--- src/rtl/dsp_op_sequencer_pkg.sv ---
// dsp_op_sequencer_pkg
// Shared definitions for the DSP48A1 operation sequencer: sequencer state
// encoding, the width of the latency/init counter and the widths of the
// slice operand and result buses.
package dsp_op_sequencer_pkg;

  localparam int CNT_W    = 4;
  localparam int OPND_W   = 18;
  localparam int WIDE_W   = 48;
  localparam int OPMODE_W = 8;

  typedef enum logic [2:0] {
    ST_INIT,
    ST_IDLE,
    ST_RUN,
    ST_CAPT,
    ST_DONE
  } state_t;

  // One complete command as presented to / held on the slice inputs.
  typedef struct packed {
    logic [OPND_W-1:0]   a;
    logic [OPND_W-1:0]   b;
    logic [OPND_W-1:0]   d;
    logic [WIDE_W-1:0]   c;
    logic [OPMODE_W-1:0] opmode;
    logic                carryin;
  } operands_t;

endpackage

--- src/rtl/dsp_op_sequencer.sv ---
// dsp_op_sequencer
// Drives one DSP48A1 slice through a single operation at a time. After reset
// the slice is held in reset for INIT_CYCLES cycles. A command accepted in
// IDLE is launched onto the slice inputs, the slice clock enable is held high
// for exactly LATENCY edges, then the enable is dropped so the slice output
// holds while P/CARRYOUT are captured. The captured result is offered on a
// valid/ready interface; only after it is consumed is a new command taken.
//
// Ports
//   clk, rst_n                 clock, asynchronous active-low reset
//   cmd_valid / cmd_ready      command handshake
//   cmd_a, cmd_b, cmd_d        18-bit operands
//   cmd_c                      48-bit post-adder operand
//   cmd_opmode, cmd_carryin    slice OPMODE and carry-in
//   res_valid / res_ready      result handshake
//   res_p, res_carryout        captured slice result
//   dsp_a .. dsp_carryin       registered operands toward the slice
//   dsp_ce                     drives every CE* pin of the slice
//   dsp_rst                    active-high, drives every RST* pin of the slice
//   dsp_p, dsp_carryout        slice outputs
module dsp_op_sequencer
  import dsp_op_sequencer_pkg::*;
#(
  parameter int LATENCY     = 3,
  parameter int INIT_CYCLES = 2
) (
  input  logic                clk,
  input  logic                rst_n,
  input  logic                cmd_valid,
  output logic                cmd_ready,
  input  logic [OPND_W-1:0]   cmd_a,
  input  logic [OPND_W-1:0]   cmd_b,
  input  logic [OPND_W-1:0]   cmd_d,
  input  logic [WIDE_W-1:0]   cmd_c,
  input  logic [OPMODE_W-1:0] cmd_opmode,
  input  logic                cmd_carryin,
  output logic                res_valid,
  input  logic                res_ready,
  output logic [WIDE_W-1:0]   res_p,
  output logic                res_carryout,
  output logic [OPND_W-1:0]   dsp_a,
  output logic [OPND_W-1:0]   dsp_b,
  output logic [OPND_W-1:0]   dsp_d,
  output logic [WIDE_W-1:0]   dsp_c,
  output logic [OPMODE_W-1:0] dsp_opmode,
  output logic                dsp_carryin,
  output logic                dsp_ce,
  output logic                dsp_rst,
  input  logic [WIDE_W-1:0]   dsp_p,
  input  logic                dsp_carryout
);

  localparam logic [CNT_W-1:0] LAT_LOAD  = CNT_W'(LATENCY);
  localparam logic [CNT_W-1:0] INIT_LOAD = CNT_W'(INIT_CYCLES);

  state_t           state, state_next;
  logic [CNT_W-1:0] cnt, cnt_next;
  logic             accept;
  logic             capture;
  logic             release_res;

  // Next-state logic. The same counter times the post-reset slice reset
  // window (INIT) and the pipeline flight time (RUN); in both cases the state
  // advances on the edge where the counter steps from 1 to 0.
  always_comb begin
    state_next  = state;
    cnt_next    = cnt;
    accept      = 1'b0;
    capture     = 1'b0;
    release_res = 1'b0;
    case (state)
      ST_INIT: begin
        if (cnt <= CNT_W'(1)) begin
          cnt_next   = '0;
          state_next = ST_IDLE;
        end else begin
          cnt_next = cnt - 1'b1;
        end
      end
      ST_IDLE: begin
        if (cmd_valid && cmd_ready) begin
          accept     = 1'b1;
          cnt_next   = LAT_LOAD;
          state_next = ST_RUN;
        end
      end
      ST_RUN: begin
        if (cnt <= CNT_W'(1)) begin
          cnt_next   = '0;
          state_next = ST_CAPT;
        end else begin
          cnt_next = cnt - 1'b1;
        end
      end
      ST_CAPT: begin
        capture    = 1'b1;
        state_next = ST_DONE;
      end
      ST_DONE: begin
        if (res_valid && res_ready) begin
          release_res = 1'b1;
          state_next  = ST_IDLE;
        end
      end
      default: state_next = ST_INIT;
    endcase
  end

  // State register. Control outputs are registered from the next state so
  // they line up with the state they describe without any output decoding.
  always_ff @(posedge clk or negedge rst_n) begin
    if (!rst_n) begin
      state     <= ST_INIT;
      cnt       <= INIT_LOAD;
      cmd_ready <= 1'b0;
      dsp_ce    <= 1'b0;
      dsp_rst   <= 1'b1;
    end else begin
      state     <= state_next;
      cnt       <= cnt_next;
      cmd_ready <= (state_next == ST_IDLE);
      dsp_ce    <= (state_next == ST_RUN);
      dsp_rst   <= (state_next == ST_INIT);
    end
  end

  // Operand and result registers. Operands change only on acceptance so the
  // slice sees stable inputs for the whole flight; OPMODE is passed through
  // untouched, P-feedback modes included. The result is captured one edge
  // after the enable drops, when the slice output is known to be frozen.
  always_ff @(posedge clk or negedge rst_n) begin
    if (!rst_n) begin
      dsp_a        <= '0;
      dsp_b        <= '0;
      dsp_d        <= '0;
      dsp_c        <= '0;
      dsp_opmode   <= '0;
      dsp_carryin  <= 1'b0;
      res_valid    <= 1'b0;
      res_p        <= '0;
      res_carryout <= 1'b0;
    end else begin
      if (accept) begin
        dsp_a       <= cmd_a;
        dsp_b       <= cmd_b;
        dsp_d       <= cmd_d;
        dsp_c       <= cmd_c;
        dsp_opmode  <= cmd_opmode;
        dsp_carryin <= cmd_carryin;
      end
      if (capture) begin
        res_p        <= dsp_p;
        res_carryout <= dsp_carryout;
        res_valid    <= 1'b1;
      end else if (release_res) begin
        res_valid <= 1'b0;
      end
    end
  end

endmodule
--- config.mk ---
export PLATFORM = sky130hd
export DESIGN_NAME = dsp_op_sequencer
export DESIGN_NICKNAME = d
export VERILOG_FILES = /design/src/rtl/dsp_op_sequencer_pkg.sv /design/src/rtl/dsp_op_sequencer.sv
export SDC_FILE = /design/constraint.sdc
export NUM_CORES = 1
export LEC_CHECK = 0
export BUFFER_PORTS_ARGS = -buffer_cell sky130_fd_sc_hd__buf_2
export CORE_UTILIZATION = 40
export CTS_CLUSTER_DIAMETER = 80
export DETAILED_ROUTE_END_ITERATION = 7
export HOLD_SLACK_MARGIN = 0.03
export PLACE_DENSITY = 0.78
export SLEW_MARGIN = 20
export SYNTH_ARGS = -nofsm -noshare
export SYNTH_HDL_FRONTEND = slang
export SYNTH_SLANG_ARGS = --single-unit
--- constraint.sdc ---
create_clock -name clk -period 1.6 [get_ports clk]
set_clock_uncertainty 0.1 [all_clocks]
set_input_delay 0.32 -clock clk [delete_from_list [all_inputs] [get_ports clk]]
set_output_delay 0.32 -clock clk [all_outputs]
set_load 0.02 [all_outputs]
* Yosys cells after proc, flatten, opt, wreduce, memory -nomap -nowiden
Cells that the tools add are included.
** Storage, ports and cells
- Register bits after elaboration :: 171
- Bits in latches :: 0
- Bits in writable memories :: 0
- Bits in read-only memories :: 0
- Input port bits :: 164
- Output and inout bits :: 164
- Logic and storage cells :: 46
- Memories :: 0
** Cells by class
- $add $sub $neg :: 1
- Multiply operators :: 0
- Div/mod/pow operators :: 0
- Magnitude comparators :: 1
- Equal/unequal tests :: 7
- Shift operators :: 0
- Multiplexer cells :: 15
- Bitwise gates (word level) :: 0
- Reduce and logical (&&, ||, !) cells :: 8
** Operators by type and width (number)
- $pmux W3 S5 :: 1
- $mux W3 :: 4
- $eq A3 B2 Y1 const B :: 3
- $mux W4 :: 2
- $pmux W4 S2 :: 1
- $mux W1 :: 7
- $eq A3 B1 Y1 const B :: 2
- $logic_not A3 Y1 :: 2
- $le A4 B1 Y1 const B :: 1
- $reduce_bool A2 Y1 :: 2
- $sub A4 B1 Y4 const B :: 1
- $eq A3 B3 Y1 const B :: 1
- $logic_and A1 B1 Y1 :: 2
- $ne A2 B2 Y1 const B :: 1
- $reduce_and A2 Y1 :: 1
- $reduce_or A2 Y1 :: 1

* Longest topological paths before layout
- Depth in word-level cells :: 5
- Depth in mapped cells :: 6
- Mapped depth without buffers :: 5

* Least setup slack after synthesis
OpenSTA, ideal clock, no wires.
- Path kind :: register -> register
- Start :: reg state[1]
- End :: reg dsp_b[10]
- Setup time :: 127 ps
- Arrival time :: 1440 ps
- Required time :: 1373 ps
- Path slack :: -68 ps
- Stages on the path, launching flop included :: 7
- Buffers on the path :: 3
- Period minus slack after synthesis :: 1668 ps
- Path through :: dfrtp_1 -> buf_4 -> nand4b_4 -> nor2_4 -> buf_12 -> buf_8 -> mux2_1
** Between the ends
- Word-level cells in the longest chain between the ends :: 2
** Ends and longest elaborated chain
- start: declaration :: line dsp_op_sequencer.sv:56 : state_t state, state_next;
- start signal: assignment :: line dsp_op_sequencer.sv:119 : state <= state_next;
- $eq A3 B1 Y1 :: line dsp_op_sequencer.sv:71 : case (state)
- $mux W1 :: line dsp_op_sequencer.sv:71
- end signal: assignment :: line dsp_op_sequencer.sv:145 : dsp_b <= cmd_b;
- end: declaration :: line dsp_op_sequencer.sv:42 : output logic [OPND_W-1:0] dsp_b,
No other way between the ends.
A chain may end at the register's enable or synchronous reset.

* Worst setup path after layout
- Start :: reg cnt[0]
- End :: reg cmd_ready
** Between the ends
- Word-level cells in the longest chain between the ends :: 4
- Elaborated cells between the ends (all ways) :: 5
- Classes of those cells :: 1 x order compare; 1 x eq/ne; 3 x mux
** Ends and longest elaborated chain
- start: declaration :: line dsp_op_sequencer.sv:57 : logic [CNT_W-1:0] cnt, cnt_next;
- start signal: assignment :: line dsp_op_sequencer.sv:120 : cnt <= cnt_next;
- $le A4 B1 Y1 * :: line dsp_op_sequencer.sv:73, dsp_op_sequencer.sv:88
- $mux W3, on equally long branches :: line dsp_op_sequencer.sv:88, dsp_op_sequencer.sv:73
- $pmux W3 S5 * :: line dsp_op_sequencer.sv:71
- $eq A3 B1 Y1 * :: line dsp_op_sequencer.sv:121 : cmd_ready <= (state_next == ST_IDLE);
- end signal: assignment :: line dsp_op_sequencer.sv:121
- end: declaration :: line dsp_op_sequencer.sv:30 : output logic cmd_ready,
Every way passes the cells marked *; elsewhere a longest branch is shown, timed or not.

==> out/qor_table.md <==
| Item | This run |
| --- | --- |
| Result of the run | finished with violations |
| Violations in the final reports | setup timing |
| Endpoints failing hold | 0 |
| Commonest register cell after synthesis | dfrtp_1 |
| Post-route worst setup slack | -88.54 ps |
| Critical path buffer and inverter count | 1 |
| Number of distinct library cell variants in the gate-level netlist after synthesis | 33 |
| Unrepaired setup endpoints after global routing | yes |
| Count of pins over their slew limit | 0 |
| Final non-filler cell area | 11280 um^2 |
| Die area | 17170 um^2 |
| Fin crit share | 1.055 |
| Syn nets | 565 |
| Number of vias per cell after detailed routing | 4.719 |
| Share of the synthesized area in the top cell type | 0.6350 |
| Peak supply drop | 0.001108 V |
| Total of endpoints with negative setup slack in the final report | 99 |
| Biggest fanout along the worst timing path | 4 |
| Worst slew pin tran | 378.9 ps |
| Antenna Violating Nets Remaining | 0 |
| Ordered cell list for the critical path | inv_2 > ha_4 > nor2_4 > or4_4 > a221oi_4 |
| Cell at the slowest stage of the critical path | or4_4 |
| Io pins | 328 |
| Number of nets in the finished design | 1072 |
| Leakage power summed over all cells | 5.562 nW |
| Total Routing Usage GR | 0.2082 |
| Power per unit of standard cell area | 2061 nW/um^2 |
| Sum of routed wire length over all layers | 20270 um |
| Max_cap viols | 0 |
| Worst-skew pair later-pin latency | 420 ps |
| DRT Pass-1 Iters | 6 |
| Clock transition at the registers of the reported paths | 70 ps |
| Final-layout fill cell count | 998 |
| Final critical-path required period | 1689 ps |
| Standard cell area after detailed placement | 8813 um^2 |
| Routed vias | 5361 |
| Number of clock sinks seen by CTS | 171 |
| Cell class contributing the biggest share of worst-path delay | simple AND/OR/NAND/NOR gates |
| Vias in the first global route | 5447 |
| Register area share after synthesis | 0.6429 |
| Hold Crit Class | input port to register |
| Maximum number of pins on one net before global-route repair | 38 |
| Flip-flop and latch count after synthesis | 171 |
| WP data arrival | 1910 ps |
| Global-route wire length before repair | 27000 um |
| Ratio of cells with drive above 1 in the final layout | 0.6181 |
| Synth Area per Inst | 16.69 um^2 |
| Ranking of synthesized cells by area | dfrtp_1, mux2_1, mux2_2, buf_12, dfstp_2 |
| Proportion of register bits with asynchronous set or reset after synthesis | 1.000 |
| Cell accounting for the most synthesized area | dfrtp_1 |
| Type of the worst setup path | register to register |
| Count of port buffers added during placement | 327 |
| Delay of the slowest cell on the worst path | 520 ps |
| Master cell of the clock root buffer | clkbuf_16 |
| Most numerous cell in the Yosys netlist | dfrtp_1 |
| Number of warnings reported in the yosys synthesis log | 0 |
| Initial core utilization | 0.4148 |
| Die Span Y | 131.0 um |
| Number of standard-cell rows in the floorplan | 46 |
| Required time of the critical path | 1830 ps |
| Gpl congestion | 0.7778 |
| Number of enable-type register cells in the synthesized netlist | 0 |
| Overflow left after global routing | 0 |
| Worst Setup Slack post-DPL | -62.97 ps |
| Synth-to-layout area growth | 69.42% |
| Kind of end point of the critical path | register |
| CTS tree | done |
| Top cells by count, synth | dfrtp_1, mux2_1, mux2_2, buf_12, a21oi_1 |
| Horizontal die dimension | 131.0 um |
| Clock buffer count from CTS | 17 |
| Count of unresolved DRC violations after routing | 0 |
| Post-Synthesis Cells | 399 |
| Total number of H-tree levels | 4 |
| Maximum number of buffers from clock root to sink | 2 |
| Average wire length per cell after detail routing | 17.84 um |
| Initial antenna violation count | 0 |
| Sum of net half-perimeters after detailed placement | 11830 um |
| Starting DRC count in detailed routing | 123 |
| Core footprint | 16060 um^2 |
| Total Power Consumption | 23.25 mW |
| Syn Std Cell Area | 6660 um^2 |
| Kind of launch point of the worst setup path | register |
| Worst rel slew slack | 0.7474 |
| Maximum achievable frequency | 0.5922 GHz |
[per-stage QoR]
step	hold slack [ps]	std cells	setup TNS (ps)	util
finish	41.61	1136	-2795	0.7027
global route	29.36	1135	-9703	0.7025
CTS	30.20	1124	-454.9	0.6729
detailed placement	155.9	959	-332.3	0.5489
global placement	153.1	959	0	0.5489
floorplan	-75.59	399	-4213	-
[layer usage]
metal,share of wire,track usage
met1,0.37,0.2321
met2,0.54,0.3788
met3,0.064,0.05334
met4,0.019,0.08181
met5,0,0
[cell usage in the layout (no fill, tap or decap), types with 5 or more instances in the layout]
cell type	netlist	routed
buf_2	5	326
dfrtp_1	169	168
dlygate4sd3_1	0	134
mux2_4	0	83
mux2_2	70	66
clkbuf_16	0	21
buf_4	3	20
mux2_1	90	11
buf_8	1	10
buf_12	9	9
a21oi_1	6	6
nand2_1	5	5
[path summary, 6_finish.rpt]
check                          start   endpoint  slack (ps)  cells past startpoint
min in group asynchronous      rst_n   dsp_c[6]         270                      2
min                        dsp_p[39]  res_p[39]          40                      2
min reg2reg                dsp_b[11]  dsp_b[11]         390                      1
max                           cnt[0]  cmd_ready         -90                      5
max reg2reg                   cnt[0]  cmd_ready         -90                      5
max in group asynchronous      rst_n  res_p[36]         590                      3
[power by group]
part           switching (mW)  total (mW)  internal, mW
Clock                    1.75        4.28          2.53
Sequential               1.26        7.82          6.56
Combinational            5.74        11.2          5.41
Total                    8.74        23.3          14.5
[flip-flops by register name, summed over array words and instances, names as in the netlist, 3 cells and up]
name / flops
dsp_c: 48
res_p: 48
dsp_a: 18
dsp_b: 18
dsp_d: 18
dsp_opmode: 8
cnt: 4
state: 3
[layout make-up]
cell class | instances | area, um^2 | area share
diodes | 1 | 2.502 | 0.0002218
clock buffers | 21 | 450.4 | 0.03992
clock inverters | 11 | 160.2 | 0.01419
inverters | 5 | 21.27 | 0.001885
multi-input cells | 203 | 2470 | 0.2189
flip-flops and latches | 171 | 4283 | 0.3796
well taps | 216 | 270.3 | 0.02395
repair buffers | 508 | 3626 | 0.3214
[timing repair]
action | CTS | global route
gates cloned | 0 | 4
buffers inserted | 1 | 5
gates resized for setup | 13 | 82
pin swaps | 0 | 5
hold buffers | 132 | 2
endpoints found under the setup margin | 88 | 157
endpoints found under the hold margin | 179 | 2
[cell families after synthesis]
family / after synthesis / share of synthesized area
compound gates: 19 / 0.01954
mux: 160 / 0.2705
buf+inv: 25 / 0.04152
fa+ha+maj: 2 / 0.003757
flops: 171 / 0.6429
simple gates: 22 / 0.02179
[worst register-to-register path, stage by stage, from the launching register on]
cell      delay (ps)
dfrtp_1          400
inv_2             80
ha_4             150
nor2_4            40
or4_4            520
a221oi_4         310
(Power assumes the default switching activity.)
